### src/rtl/serial_latch_tx.sv
// ============================================================================
// Module   : serial_latch_tx
// Purpose  : Serialises a WIDTH-bit word MSB first onto d, with a one-cycle
//            en strobe per bit for a downstream gated D latch. d is set up
//            one full cycle before each strobe and held through it.
// Revision : 1.0 - initial release
// ============================================================================
`default_nettype none

module serial_latch_tx #(
  parameter int WIDTH = 8
) (
  input  logic             clk,
  input  logic             rst,
  input  logic             start,
  input  logic [WIDTH-1:0] data_in,
  output logic             d,
  output logic             en,
  output logic             busy,
  output logic             done
);

  localparam int              CNT_W    = (WIDTH > 1) ? $clog2(WIDTH) : 1;
  localparam logic [CNT_W-1:0] CNT_LOAD = CNT_W'(WIDTH - 1);

  typedef enum logic [1:0] {
    S_IDLE   = 2'd0,
    S_SETUP  = 2'd1,
    S_STROBE = 2'd2,
    S_DONE   = 2'd3
  } state_t;

  state_t             state_q;
  // The MSB of the frame is held in d_q itself, so the shift register
  // only needs to keep the WIDTH-1 bits still to be sent.
  logic [WIDTH-2:0]   shreg_q;
  logic [CNT_W-1:0]   cnt_q;
  logic               d_q;
  logic               en_q;
  logic               busy_q;
  logic               done_q;

  // Frame sequencer; every output is computed for the state being entered,
  // so all ports come straight from flops.
  always_ff @(posedge clk or posedge rst) begin
    if (rst) begin
      state_q <= S_IDLE;
      shreg_q <= '0;
      cnt_q   <= '0;
      d_q     <= 1'b0;
      en_q    <= 1'b0;
      busy_q  <= 1'b0;
      done_q  <= 1'b0;
    end else begin
      case (state_q)
        S_IDLE: begin
          if (start) begin
            shreg_q <= data_in[WIDTH-2:0];
            cnt_q   <= CNT_LOAD;
            d_q     <= data_in[WIDTH-1];
            busy_q  <= 1'b1;
            state_q <= S_SETUP;
          end
        end
        S_SETUP: begin
          // d is already stable; open the latch for exactly one cycle.
          en_q    <= 1'b1;
          state_q <= S_STROBE;
        end
        S_STROBE: begin
          en_q <= 1'b0;
          if (cnt_q != '0) begin
            d_q     <= shreg_q[WIDTH-2];
            shreg_q <= shreg_q << 1;
            cnt_q   <= cnt_q - CNT_W'(1);
            state_q <= S_SETUP;
          end else begin
            // Last bit: d keeps its value through the done cycle.
            done_q  <= 1'b1;
            state_q <= S_DONE;
          end
        end
        S_DONE: begin
          done_q  <= 1'b0;
          busy_q  <= 1'b0;
          d_q     <= 1'b0;
          state_q <= S_IDLE;
        end
        default: begin
          state_q <= S_IDLE;
        end
      endcase
    end
  end

  assign d    = d_q;
  assign en   = en_q;
  assign busy = busy_q;
  assign done = done_q;

endmodule

`default_nettype wire

### config.mk
export PLATFORM = sky130hd
export DESIGN_NAME = serial_latch_tx
export DESIGN_NICKNAME = d
export VERILOG_FILES = /design/src/rtl/serial_latch_tx.sv
export SDC_FILE = /design/constraint.sdc
export NUM_CORES = 1
export LEC_CHECK = 0
export CORE_MARGIN = 8
export CORE_UTILIZATION = 51
export CTS_CLUSTER_SIZE = 30
export DETAILED_ROUTE_END_ITERATION = 16
export GPL_TIMING_DRIVEN = 0
export PLACE_DENSITY = 0.77
export SYNTH_ARGS = -nofsm -noshare
export SYNTH_HDL_FRONTEND = slang
export SYNTH_SLANG_ARGS = --single-unit
### constraint.sdc
create_clock -name clk -period 2.14 [get_ports clk]
set_input_delay 0.214 -clock clk [delete_from_list [all_inputs] [get_ports clk]]
set_output_delay 0.214 -clock clk [all_outputs]
set_load 0.03 [all_outputs]
==> results_dict.tcl <==
set metrics [dict create \
    status "complete, no violations" \
    synth_area_per_cell_um2 11.2 \
    wl_per_cell_um 13.4 \
    finalClockSkew_ns 0.00852 \
    die_w_um 58.2 \
    period_share 0.902 \
    crit_path_frequent_cell "ha_1" \
    ioPinCount 15 \
    syn_nets 99 \
    h-tree-depth 1 \
    portBuffers 14 \
    postPlaceCellArea_mm2 0.00108 \
    slew_violations 0 \
    dpl_worst_slack_ns 0.219 \
    dieArea_mm2 0.00339 \
    cap_violations 0 \
    finalWorstSetupSlack_ns 0.210 \
    hpwl_mm 1.24 \
    fmax_ghz 0.518 \
    cts.reportedPaths.clkPinSlew_ns 0.10 \
    synthCells 81 \
    start_kind "flip-flop" \
    grt_pass1_wl_mm 2.95 \
    fin_crit_ns 1.93 \
    rows 15 \
    syn_to_final_growth_pct 22.8 \
    worst_pin_slew_ns 0.608 \
    cts_tree "done" \
    pwr_density_cell_mw_per_mm2 1320 \
    hold_buffers 0 \
    overflow 0 \
    setup_viol 0 \
    finalHoldViolCount 0 \
    antenna_found_initial 0 \
    detail-route-antenna-nets 0 \
    p_leak_nw 0.499 \
    place_congestion 0.762 \
    tns_ns 0 \
    synth_cell_type_count 21 \
    final_nets 118 \
    grt_pass1_vias 673 \
    cts_root_buffer "clkbuf_4" \
    ir_drop_uv 778 \
    drc_errors 0 \
    dr.pass1.iters 4 \
    cts_made_buffers 3 \
    crit_path_top_delay_cell "dfrtp_1" \
    grt_setup_unrepaired "no" \
    cp.required_ns 2.31 \
    cp-end-kind "flip-flop" \
    finalInstanceArea_mm2 0.00112 \
    wirelength_mm 1.66 \
    layout-drive-gt1-share 0.232 \
    crit_chain "inv_1 -> ha_1 -> ha_1 -> nand2_1 -> nor3b_4 -> mux2_2" \
    grt_use_total 0.111 \
    crit_type "flip-flop to flip-flop" \
    ys_seq_elements 16 \
    syn_area_um2 910 \
    cts_setup_buffers 0 \
    critPathMaxStageDelay_ns 0.40 \
    vias 631 \
    crit_fanout 8 \
    dr.first_iter.drc_count 14 \
    ys_seq_area_frac 0.440 \
    design.core.area_mm2 0.00171 \
    cts_sinks 16 \
    cp.arrival_ns 2.10 \
    dieHeight_um 58.2 \
    clockBufferDepth 2 \
    min_path_type "input pin to asynchronous set/reset pin" \
    insertion_delay_ns 0.28 \
    diodes 0 \
    grt_max_degree 17 \
    viasPerCell 5.09 \
    initial_core_util 0.533 \
    slew_headroom 0.594 \
    ys_warn_count 0 \
    cts_resized 0 \
]
==> report_power, final <==
group / internal [mW] / total, mW / switching, mW
registers: 0.432 / 0.503 / 0.0713
clock network: 0.103 / 0.199 / 0.0951
logic: 0.406 / 0.772 / 0.366
==> worst paths after layout <==
path / startpoint / end / slack (ns) / cells after the start
max in group asynchronous: rst / d$_DFFE_PP0P_ / 1.45 / 2
min in group clk: shreg_q[5]$_DFFE_PP0P_ / shreg_q[5]$_DFFE_PP0P_ / 0.51 / 1
min: rst / cnt_q[1]$_DFFE_PP0P_ / 0.29 / 2
min reg2reg: shreg_q[5]$_DFFE_PP0P_ / shreg_q[5]$_DFFE_PP0P_ / 0.51 / 1
max reg2reg: cnt_q[0]$_DFFE_PP0P_ / shreg_q[2]$_DFFE_PP0P_ / 0.21 / 6
max: cnt_q[0]$_DFFE_PP0P_ / shreg_q[2]$_DFFE_PP0P_ / 0.21 / 6
==> cell type report <==
type / instances / area (um^2)
flip-flops and latches: 16 / 400
plain buffers: 3 / 30.0
clock buffers: 4 / 36.3
multi-input cells: 52 / 442
well taps: 25 / 31.3
repair buffers: 14 / 140
inverters: 10 / 37.5
fillers: 148 / 591
==> cells in the mapped netlist (all sizes together) <==
master | instances | area, um^2
mux2 | 13 | 146
a21oi | 3 | 15.0
nand4 | 1 | 6.26
nor3b | 2 | 26.3
o21ai | 5 | 25.0
nor2b | 1 | 13.8
o22ai | 3 | 18.8
nor3 | 1 | 5.00
nand2b | 4 | 25.0
ha | 7 | 87.6
a2bb2oi | 3 | 26.3
dfrtp | 16 | 400
buf | 3 | 30.0
inv | 10 | 37.5
nor2 | 4 | 17.5
a22o | 1 | 8.76
o2bb2ai | 1 | 8.76
nand2 | 3 | 11.3
==> worst max-delay path, delay by kind of cell (launching register included) <==
family / cells / cell delay, ns
AND/OR/NAND/NOR: 2 / 0.53
multiplexers: 1 / 0.38
flip-flops: 1 / 0.40
buffers and inverters: 1 / 0.06
adder cells (fa/ha/maj): 2 / 0.46
==> per-layer routing <==
metal | vias to the layer above | part of all wire | GRT usage
li1 | 316 | - | -
met1 | 302 | 0.45 | 0.131
met2 | 9 | 0.49 | 0.182
met3 | 4 | 0.045 | 0.0353
met4 | 0 | 0.013 | 0.0420
met5 | - | 0 | 0
==> state kept, by name, summed over array words and instances (netlist names) <==
name     count
shreg_q      7
d            1
state_q      2
en           1
busy         1
done         1
cnt_q        3
==> cell families (layout without fill, tap and decap cells) <==
| kind of cell | count (synthesis) | in the layout | synth area share |
|---|---|---|---|
| mux | 13 | 13 | 0.161 |
| buf+inv | 13 | 31 | 0.0743 |
| fa+ha+maj | 7 | 7 | 0.0963 |
| flops | 16 | 16 | 0.440 |
| compound gates | 16 | 16 | 0.113 |
| simple gates | 16 | 16 | 0.116 |
==> placed cells by master, fill, tap and decap left out, drive strengths merged, types with 2 or more instances in the layout <==
cell            n
o22ai           3
inv            10
nor3b           2
a2bb2oi         3
clkdlybuf4s50  14
nand2b          4
o21ai           5
clkbuf          4
buf             3
dfrtp          16
ha              7
mux2           13
a21oi           3
nor2            4
nand2           3
==> stage by stage <==
step | total power, mW | utilization | hold slack (ns) | std cells
2_1_floorplan | 1.10 | - | 0.128 | 81
3_3_place_gp | 1.26 | 0.633 | 0.485 | 120
3_5_place_dp | 1.28 | 0.633 | 0.495 | 120
4_1_cts | 1.49 | 0.654 | 0.313 | 124
5_1_grt | 1.59 | 0.654 | 0.350 | 124
6_report | 1.47 | 0.654 | 0.288 | 124
Power figures use the tool's default switching activity.
